## config.mk

```make
export PLATFORM = sky130hd
export DESIGN_NAME = instruction_loader
export DESIGN_NICKNAME = d
export VERILOG_FILES = /design/src/rtl/mips_loader_pkg.sv /design/src/rtl/byte_assembler.sv /design/src/rtl/instruction_loader.sv
export SDC_FILE = /design/constraint.sdc
export NUM_CORES = 1
export LEC_CHECK = 0
export CORE_MARGIN = 5
export CORE_UTILIZATION = 55
export CTS_CLUSTER_DIAMETER = 120
export CTS_CLUSTER_SIZE = 25
export DETAILED_ROUTE_END_ITERATION = 16
export PLACE_DENSITY = 0.91
export SLEW_MARGIN = 20
export SYNTH_ARGS = -nofsm -noshare
export SYNTH_HDL_FRONTEND = slang
export SYNTH_SLANG_ARGS = --single-unit
```

## constraint.sdc

```tcl
create_clock -name clk -period 3.1 [get_ports clk]
set_input_delay 0.31 -clock clk [delete_from_list [all_inputs] [get_ports clk]]
set_output_delay 0.31 -clock clk [all_outputs]
set_load 0.01 [all_outputs]
```

## src/rtl/mips_loader_pkg.sv

```systemverilog
// mips_loader_pkg: shared definitions for the instruction loader.
//   loader_state_e : FSM state encoding (CHECK exists only with LOADER_CHECKSUM_EN)
//   HALT_WORD      : program terminator word, written and then ends the load
//   BYTE_W         : width of one stream byte
// Optional feature macro: LOADER_CHECKSUM_EN.
package mips_loader_pkg;

  localparam int unsigned BYTE_W = 8;
  localparam logic [31:0] HALT_WORD = 32'hFFFF_FFFF;

  typedef enum logic [2:0] {
    StIdle  = 3'd0,
    StLoad  = 3'd1,
`ifdef LOADER_CHECKSUM_EN
    StCheck = 3'd2,
`endif
    StDone  = 3'd3,
    StError = 3'd4
  } loader_state_e;

endpackage

```

## src/rtl/byte_assembler.sv

```systemverilog
// byte_assembler: packs an LSB-first byte stream into SIZE-bit words.
// Ports:
//   clk, rst      : clock, asynchronous active-high reset
//   clear_i       : restart assembly at byte index 0
//   accept_i      : byte_i is taken this cycle
//   byte_i        : stream byte
//   word_valid_o  : one-cycle registered pulse, word_o holds a completed word
//   word_o        : last completed word (registered)
module byte_assembler
  import mips_loader_pkg::*;
#(
  parameter int unsigned SIZE = 32
) (
  input  logic              clk,
  input  logic              rst,
  input  logic              clear_i,
  input  logic              accept_i,
  input  logic [BYTE_W-1:0] byte_i,
  output logic              word_valid_o,
  output logic [SIZE-1:0]   word_o
);

  localparam int unsigned NumBytes = SIZE / BYTE_W;
  localparam int unsigned IdxW     = (NumBytes > 1) ? $clog2(NumBytes) : 1;

  logic [IdxW-1:0] idx_q, idx_d;
  logic [SIZE-1:0] lane_q, lane_d;
  logic [SIZE-1:0] word_q, word_d;
  logic            valid_q, valid_d;

  // Bytes enter at the top and shift down, so after NumBytes accepts the
  // first (least significant) byte sits in lane 0.
  always_comb begin
    idx_d   = idx_q;
    lane_d  = lane_q;
    word_d  = word_q;
    valid_d = 1'b0;
    if (clear_i) begin
      idx_d  = '0;
      lane_d = '0;
    end else if (accept_i) begin
      lane_d = {byte_i, lane_q[SIZE-1:BYTE_W]};
      if (idx_q == IdxW'(NumBytes - 1)) begin
        idx_d   = '0;
        word_d  = lane_d;
        valid_d = 1'b1;
      end else begin
        idx_d = idx_q + IdxW'(1);
      end
    end
  end

  always_ff @(posedge clk or posedge rst) begin
    if (rst) begin
      idx_q   <= '0;
      lane_q  <= '0;
      word_q  <= '0;
      valid_q <= 1'b0;
    end else begin
      idx_q   <= idx_d;
      lane_q  <= lane_d;
      word_q  <= word_d;
      valid_q <= valid_d;
    end
  end

  assign word_valid_o = valid_q;
  assign word_o       = word_q;

endmodule

```

## src/rtl/instruction_loader.sv

```systemverilog
// instruction_loader: loads a program from a byte stream into instruction
// memory while stalling the pipeline.
// Ports:
//   clk, rst        : clock, asynchronous active-high reset
//   i_start         : one-cycle load request (honoured in IDLE/DONE/ERROR)
//   i_byte_valid    : i_byte carries a program byte
//   i_byte          : program byte, LSB of each word first
//   o_byte_ready    : a byte is accepted this cycle when valid
//   o_imem_we       : instruction memory write strobe
//   o_imem_addr     : word write address
//   o_imem_data     : assembled word
//   o_stall         : pipeline stall request
//   o_done          : program loaded
//   o_error         : overflow or checksum failure
//   o_count         : number of words written
// Optional feature macro: LOADER_CHECKSUM_EN (running XOR checksum byte after HALT).
module instruction_loader
  import mips_loader_pkg::*;
#(
  parameter int unsigned SIZE            = 32,
  parameter int unsigned MAX_INSTRUCTION = 10,
  parameter int unsigned ADDR_W          = $clog2(MAX_INSTRUCTION)
) (
  input  logic              clk,
  input  logic              rst,
  input  logic              i_start,
  input  logic              i_byte_valid,
  input  logic [BYTE_W-1:0] i_byte,
  output logic              o_byte_ready,
  output logic              o_imem_we,
  output logic [ADDR_W-1:0] o_imem_addr,
  output logic [SIZE-1:0]   o_imem_data,
  output logic              o_stall,
  output logic              o_done,
  output logic              o_error,
  output logic [ADDR_W:0]   o_count
);

  loader_state_e     state_q, state_d;
  logic [ADDR_W-1:0] addr_q, addr_d;
  logic [ADDR_W:0]   count_q, count_d;

  logic            word_valid;
  logic [SIZE-1:0] word;
  logic            byte_fire;
  logic            start_load;
  logic            wr_fire;
  logic            is_halt;
  logic            last_addr;
  logic            asm_accept;

  assign byte_fire  = i_byte_valid & o_byte_ready;
  assign start_load = i_start &
                      ((state_q == StIdle) | (state_q == StDone) | (state_q == StError));
  assign wr_fire    = word_valid & (state_q == StLoad);
  assign is_halt    = (word == SIZE'(HALT_WORD));
  assign last_addr  = (addr_q == ADDR_W'(MAX_INSTRUCTION - 1));
  // A byte arriving in the HALT write cycle is not program data: it is the
  // checksum byte (checksum build) or trailing garbage (default build).
  assign asm_accept = byte_fire & (state_q == StLoad) & ~(wr_fire & is_halt);

  byte_assembler #(
    .SIZE (SIZE)
  ) u_byte_assembler (
    .clk          (clk),
    .rst          (rst),
    .clear_i      (start_load),
    .accept_i     (asm_accept),
    .byte_i       (i_byte),
    .word_valid_o (word_valid),
    .word_o       (word)
  );

`ifdef LOADER_CHECKSUM_EN
  logic [BYTE_W-1:0] csum_q, csum_d;

  always_comb begin
    csum_d = csum_q;
    if (start_load) begin
      csum_d = '0;
    end else if (asm_accept) begin
      csum_d = csum_q ^ i_byte;
    end
  end

  always_ff @(posedge clk or posedge rst) begin
    if (rst) begin
      csum_q <= '0;
    end else begin
      csum_q <= csum_d;
    end
  end
`endif

  // Address / word counter.
  always_comb begin
    addr_d  = addr_q;
    count_d = count_q;
    if (start_load) begin
      addr_d  = '0;
      count_d = '0;
    end else if (wr_fire) begin
      addr_d  = addr_q + ADDR_W'(1);
      count_d = count_q + (ADDR_W + 1)'(1);
    end
  end

  always_ff @(posedge clk or posedge rst) begin
    if (rst) begin
      addr_q  <= '0;
      count_q <= '0;
    end else begin
      addr_q  <= addr_d;
      count_q <= count_d;
    end
  end

  // FSM state register.
  always_ff @(posedge clk or posedge rst) begin
    if (rst) begin
      state_q <= StIdle;
    end else begin
      state_q <= state_d;
    end
  end

  // FSM next state.
  always_comb begin
    state_d = state_q;
    unique case (state_q)
      StIdle, StDone, StError: begin
        if (i_start) state_d = StLoad;
      end
      StLoad: begin
        if (wr_fire) begin
          if (is_halt) begin
`ifdef LOADER_CHECKSUM_EN
            // Back-to-back checksum byte lands in the HALT write cycle.
            if (byte_fire) begin
              state_d = (i_byte == csum_q) ? StDone : StError;
            end else begin
              state_d = StCheck;
            end
`else
            state_d = StDone;
`endif
          end else if (last_addr) begin
            state_d = StError;
          end
        end
      end
`ifdef LOADER_CHECKSUM_EN
      StCheck: begin
        if (byte_fire) state_d = (i_byte == csum_q) ? StDone : StError;
      end
`endif
      default: state_d = StIdle;
    endcase
  end

  // FSM outputs.
  always_comb begin
    o_stall      = 1'b0;
    o_byte_ready = 1'b0;
    o_done       = 1'b0;
    o_error      = 1'b0;
    unique case (state_q)
      StLoad: begin
        o_stall      = 1'b1;
        o_byte_ready = 1'b1;
      end
`ifdef LOADER_CHECKSUM_EN
      StCheck: begin
        o_stall      = 1'b1;
        o_byte_ready = 1'b1;
      end
`endif
      StDone: o_done = 1'b1;
      StError: begin
        o_error = 1'b1;
        o_stall = 1'b1;
      end
      default: ;
    endcase
  end

  assign o_imem_we   = wr_fire;
  assign o_imem_addr = addr_q;
  assign o_imem_data = word;
  assign o_count     = count_q;

endmodule

```

==> results.ini <==
[run_status]
status = complete, no violations

[yosys]
yosysSeqAreaShare_pct = 56.55
synth_cell_types = 31
syn_nets = 286
async_flop_share_pct = 100.0
syn_area_per_cell_um2 = 11.64
synth_edf_count = 0
synth_top_flop_cell = dfrtp_1
syn_inst = 270
synth_area_mm2 = 0.003142
ys_warn_count = 0
synth_seq_cells = 71

[layout]
drive_gt1_share_pct = 16.96
final_cell_mix = dfrtp_1 (71), nand2_1 (61), clkdlybuf4s50_1 (57)
antenna_cells = 0
fin_nets = 347
nFillCells = 370
final_common_cell = dfrtp_1
area_delta_synth_final_pct = 28.12

[floorplan]
pin_count = 58
rows = 27
die_x_um = 85.58
core-area_mm2 = 0.005540
dieArea_mm2 = 0.007324
die_h_um = 85.58
initial_core_util_pct = 56.71

[setup_path]
worstSetupStartpointType = flip-flop
worstSetupPathType = reg2out
timing.rr.start = state_q[2]$_DFFE_PP0P_
end_kind = primary output
arrival_ns = 2.05
cp_max_fo = 10
required_ns = 2.79
cp-startpoint = state_q[1]$_DFFE_PP0P_

[global_routing]
grt_pass1_vias = 2333
grt-ovfl-total = 0
grt_max_degree = 72
grt_usage_pct = 20.94
grt_antenna_before_repair = 0
grt_pass1_wl_mm = 11.98

[detailed_routing]
drt_iter0_drc = 220
wl_mm = 7.345
drc = 0
via_count = 2263
avgRoutedWirePerCell_um = 18.00
ant_nets = 0
dr.pass1.iters = 4
avgViaCountPerCell = 5.547

[timing]
min_period_ns = 2.364
rsz0062_at_grt = false
clock.fmax_mhz = 423.0
relSlewSlack_pct = 26.09
period_share_pct = 76.27
tns_ns = 0
clock_skew_ns = 0.006476
whs_ns = 0.5155
final_max_slew_viol_count = 0
tightestPinTransition_ns = 1.101
setup-violations-final = 0
hold_violations = 0

[worst_hold_path]
hp-class = reg2reg
hold_start = u_byte_assembler.lane_q[9]$_DFFE_PP0P_

[clock_tree]
cts_buffer_depth = 2
root_buffer = clkbuf_8
cts_resized = 0
htreeDepth = 3
cts_inserted_buffers = 9
cts_setup_buffers = 0
clk_pin_slew_worst_paths_ns = 0.07
insertion_delay_ns = 0.34
cts_tree = built
cts.sinks = 71
hold_buffers = 0

[placement]
hpwl_mm = 4.869
gp_congestion = 0.8501
io_buffers = 57

[power_and_ir_drop]
p_leak_nw = 1.881
irDropWorstVdd_mv = 0.5376
p_per_area_mw_per_mm2 = 991.5

[job]
max-cap-violations = 0

[cell type report]
class | count | area [um^2] | share of cell area (%)
Tap cell | 72 | 90.09 | 2.238
Clock inverter | 6 | 132.6 | 3.295
Inverter | 5 | 18.77 | 0.4663
Clock buffer | 10 | 127.6 | 3.171
Multi-Input combinational cell | 184 | 1286 | 31.96
Timing Repair Buffer | 60 | 593.1 | 14.73
Sequential cell | 71 | 1777 | 44.14
[cells in the mapped netlist (3+ instances only)]
| library cell | instances | area, um^2 |
|---|---|---|
| mux2_2 | 3 | 33.78 |
| dfrtp_1 | 71 | 1777 |
| inv_1 | 4 | 15.01 |
| buf_6 | 3 | 33.78 |
| nand4_1 | 17 | 106.4 |
| o21ai_0 | 25 | 125.1 |
| xnor2_1 | 3 | 26.28 |
| a21oi_1 | 4 | 20.02 |
| mux2_4 | 29 | 435.4 |
| xor2_1 | 4 | 35.03 |
| ha_1 | 4 | 50.05 |
| clkbuf_1 | 7 | 26.28 |
| nand2_1 | 61 | 229.0 |
| nor2_1 | 14 | 52.55 |
[logic make-up (layout without fill, tap and decap cells)]
family          Yosys count  in the layout  synth area share [%]
compound gates           35             35                 6.532
xor+xnor                  7              7                 1.951
fa+ha+maj                 4              4                 1.593
buf+inv                  15             81                 2.509
flops                    71             71                 56.55
mux                      33             33                 15.25
simple gates            105            105                 15.61
[final timing paths]
check	to	slack, ns	cells past startpoint
max in group asynchronous	u_byte_assembler.word_o[12]$_DFFE_PP0P_	1.99	3
worst max register to register	u_byte_assembler.lane_q[17]$_DFFE_PP0P_	0.79	6
min in group asynchronous	u_byte_assembler.word_o[25]$_DFFE_PP0P_	0.55	3
worst min-delay path	u_byte_assembler.word_o[1]$_DFFE_PP0P_	0.52	1
worst min register to register	u_byte_assembler.word_o[1]$_DFFE_PP0P_	0.52	1
worst max-delay path	o_imem_we	0.74	4
[metrics by stage]
stage / setup WS (ns) / cells / instance area, um^2 / total power [mW] / utilization (%)
after floorplan: 0.9934 / 270 / 3142 / 2.354 / -
after global placement: 1.043 / 392 / 3765 / 2.943 / 67.95
after detailed placement: 0.9495 / 392 / 3765 / 3.028 / 67.95
after CTS: 0.7296 / 408 / 4025 / 4.007 / 72.65
after global routing: 0.6325 / 408 / 4025 / 4.215 / 72.65
final: 0.7358 / 408 / 4025 / 3.991 / 72.65
[registers in the layout (all words and copies together) (netlist names)]
| name | count |
|---|---|
| o_imem_addr | 4 |
| u_byte_assembler.word_valid_o | 1 |
| u_byte_assembler.idx_q | 2 |
| u_byte_assembler.lane_q | 24 |
| state_q | 3 |
| u_byte_assembler.word_o | 32 |
| o_count | 5 |
[power breakdown]
| group | switching, mW | internal [mW] | total (mW) |
|---|---|---|---|
| clock | 0.341 | 0.615 | 0.956 |
| combinational | 0.589 | 0.790 | 1.38 |
| sequential | 0.371 | 1.28 | 1.66 |
[metal layers]
| metal | track usage, % | share of wire [%] |
|---|---|---|
| met1 | 27.05 | 43 |
| met2 | 34.25 | 49 |
| met3 | 4.131 | 5.7 |
| met4 | 9.353 | 2.0 |
| met5 | 0 | 0 |
[worst max-delay path: stages (launching register included)]
cell,delay [ns]
dfrtp_1,0.46
nor3b_4,0.30
nand2_1,0.18
inv_2,0.20
clkdlybuf4s50_1,0.57
No activity file was read; power rests on OpenSTA's default activity.
==> edit: new RTL, same settings <==
`word_q` no longer has a reset.
--- a/src/rtl/byte_assembler.sv
+++ b/src/rtl/byte_assembler.sv
@@ -55,12 +55,14 @@
       idx_q   <= '0;
       lane_q  <= '0;
-      word_q  <= '0;
       valid_q <= 1'b0;
     end else begin
       idx_q   <= idx_d;
       lane_q  <= lane_d;
-      word_q  <= word_d;
       valid_q <= valid_d;
     end
+  end
+
+  always_ff @(posedge clk) begin
+    word_q <= word_d;
   end
 
Formal check against the unedited RTL: differs if rst is asserted again (counterexample within 10 cycles, from zero or initial values and one cycle with rst high); with rst held inactive, the same outputs for 10 cycles.
==> edit against the unedited design <==
- synthesized area shrank 9.6%
- total power shrank 28%
- cell area shrank 9.3%
- via count shrank 23%
- sequential power shrank 12%
- die area shrank 8.5%
- non-clock buffer count is the same
- register-to-register slack gained 0.29 ns
- worst setup slack gained 0.036 ns
- sequential cell count is the same
- maximum frequency grew 1.6%
- cell count shrank 21%
- routed wire length shrank 28%
==> edit: results (changes against the unedited design) <==
ROUTE
---------------------------------------------------------------------------------
Via count ..........................................................         1735   was 2263
WL final ...........................................................      5290 um   was 7350 um
Iteration-0 DRC count of the detailed router .......................           94   was 220

CELLS AND AREA
---------------------------------------------------------------------------------
Final #Nets ........................................................          264   was 347
Fill count .........................................................          343   was 370
Number of non-filler instances in the completed layout .............          323   was 408
Share of layout cells above drive strength 1 .......................        15.0%   was 17.0%

TIMING
---------------------------------------------------------------------------------
Final Skew .........................................................   0.00909 ns   was 0.00648 ns
Final critical path time including I/O delays and setup ............      2.33 ns   was 2.36 ns
Transition time at the pin with the least slew margin ..............     0.578 ns   was 1.10 ns
Smallest hold slack ................................................     0.378 ns   was 0.515 ns

GLOBAL ROUTING
---------------------------------------------------------------------------------
Via count of the first global-routing pass .........................         1793   was 2333
Maximum number of pins on one net before global-route repair .......           40   was 72
Wire length of the first global-routing pass .......................      9070 um   was 12000 um
GRT Overall Usage ..................................................        18.4%   was 20.9%

SYNTHESIS
---------------------------------------------------------------------------------
Fraction of synthesis flops using an asynchronous set or reset pin .        54.9%   was 100%
Number of distinct library cells after synthesis ...................           36   was 31
Count of flip-flops with a built-in enable after synthesis .........           32   was 0
Cells taking the most area after synthesis ......................... sky130_fd_sc_hd__dfrtp_1 34%, sky130_fd_sc_hd__edfxtp_1 34%, sky130_fd_sc_hd__a22o_1 5.2%   was sky130_fd_sc_hd__dfrtp_1 57%, sky130_fd_sc_hd__mux2_4 14%, sky130_fd_sc_hd__nand2_1 7.3%
Top cell types by occurrence after synthesis ....................... 39 x sky130_fd_sc_hd__dfrtp_1, 32 x sky130_fd_sc_hd__edfxtp_1, 17 x sky130_fd_sc_hd__a22o_1   was 71 x sky130_fd_sc_hd__dfrtp_1, 61 x sky130_fd_sc_hd__nand2_1, 29 x sky130_fd_sc_hd__mux2_4
Synthesized area divided by synthesized cell count .................     15.4 um2   was 11.6 um2
Sequential fraction of the synthesis area ..........................        68.2%   was 56.6%

PLACE
---------------------------------------------------------------------------------
Post-DP Area .......................................................  0.00346 mm2   was 0.00376 mm2
HPWL reported at the end of detailed placement .....................      3750 um   was 4870 um
Final Wtd Congestion ...............................................        0.748   was 0.850
Number of instances in the placed design ...........................          307   was 392

RUN STATUS
---------------------------------------------------------------------------------
Outcome ............................................................ finished clean   unchanged

PWR
---------------------------------------------------------------------------------
Combinational-cell power consumption ...............................       734 uW   was 1380 uW
Internal power consumption .........................................      2030 uW   was 2690 uW
Peak VDD IR ........................................................     0.482 mV   was 0.538 mV
PD cells ...........................................................   789 mW/mm2   was 992 mW/mm2

WORST SETUP PATH
---------------------------------------------------------------------------------
Minimum setup slack among reg-to-reg paths .........................      1.08 ns   was 0.79 ns
Largest stage delay on the critical path ...........................      0.60 ns   was 0.57 ns
Data arrival time of the worst path ................................      2.02 ns   was 2.05 ns

HOLD PATH
---------------------------------------------------------------------------------
Type of the worst min-delay path ................................... input port to asynchronous set/reset pin   was flip-flop to flip-flop

## edit: cell families after synthesis
logic type                 after synthesis  synth area share (%)
buffers and inverters                    9                  2.42
xor gates and xnor gates                 7                  2.16
adders and majority gates                4                  1.76
and+or+nand+nor                         54                  12.1
muxes                                   12                  4.80
AOI/OAI and AO/OA                       27                  8.55
DFF                                     71                  68.2
## edit: area by class of cell
class                           instances  area, um2  share of cell area, %
Timing Repair Buffer                   60        593                   16.2
Clock inverter                          5       41.3                   1.13
Tap cell                               70       87.6                   2.40
Clock buffer                           11        151                   4.15
Sequential cell                        71       1940                   53.1
Multi-Input combinational cell        104        833                   22.8
Inverter                                2       7.51                  0.206
## edit: worst reg2reg max path, delay by kind of cell, from the launching register on
family,cells,cell delay [ns]
AND/OR/NAND/NOR,1,0.10
AO/OA/AOI/OAI,3,1.24
flip-flops,1,0.61
## edit: per-layer routing
metal / share of wire, % / GRT usage [%]
met1: 41 / 23.6
met2: 52 / 29.3
met3: 5.7 / 5.15
met4: 1.9 / 7.97
met5: 0 / 0
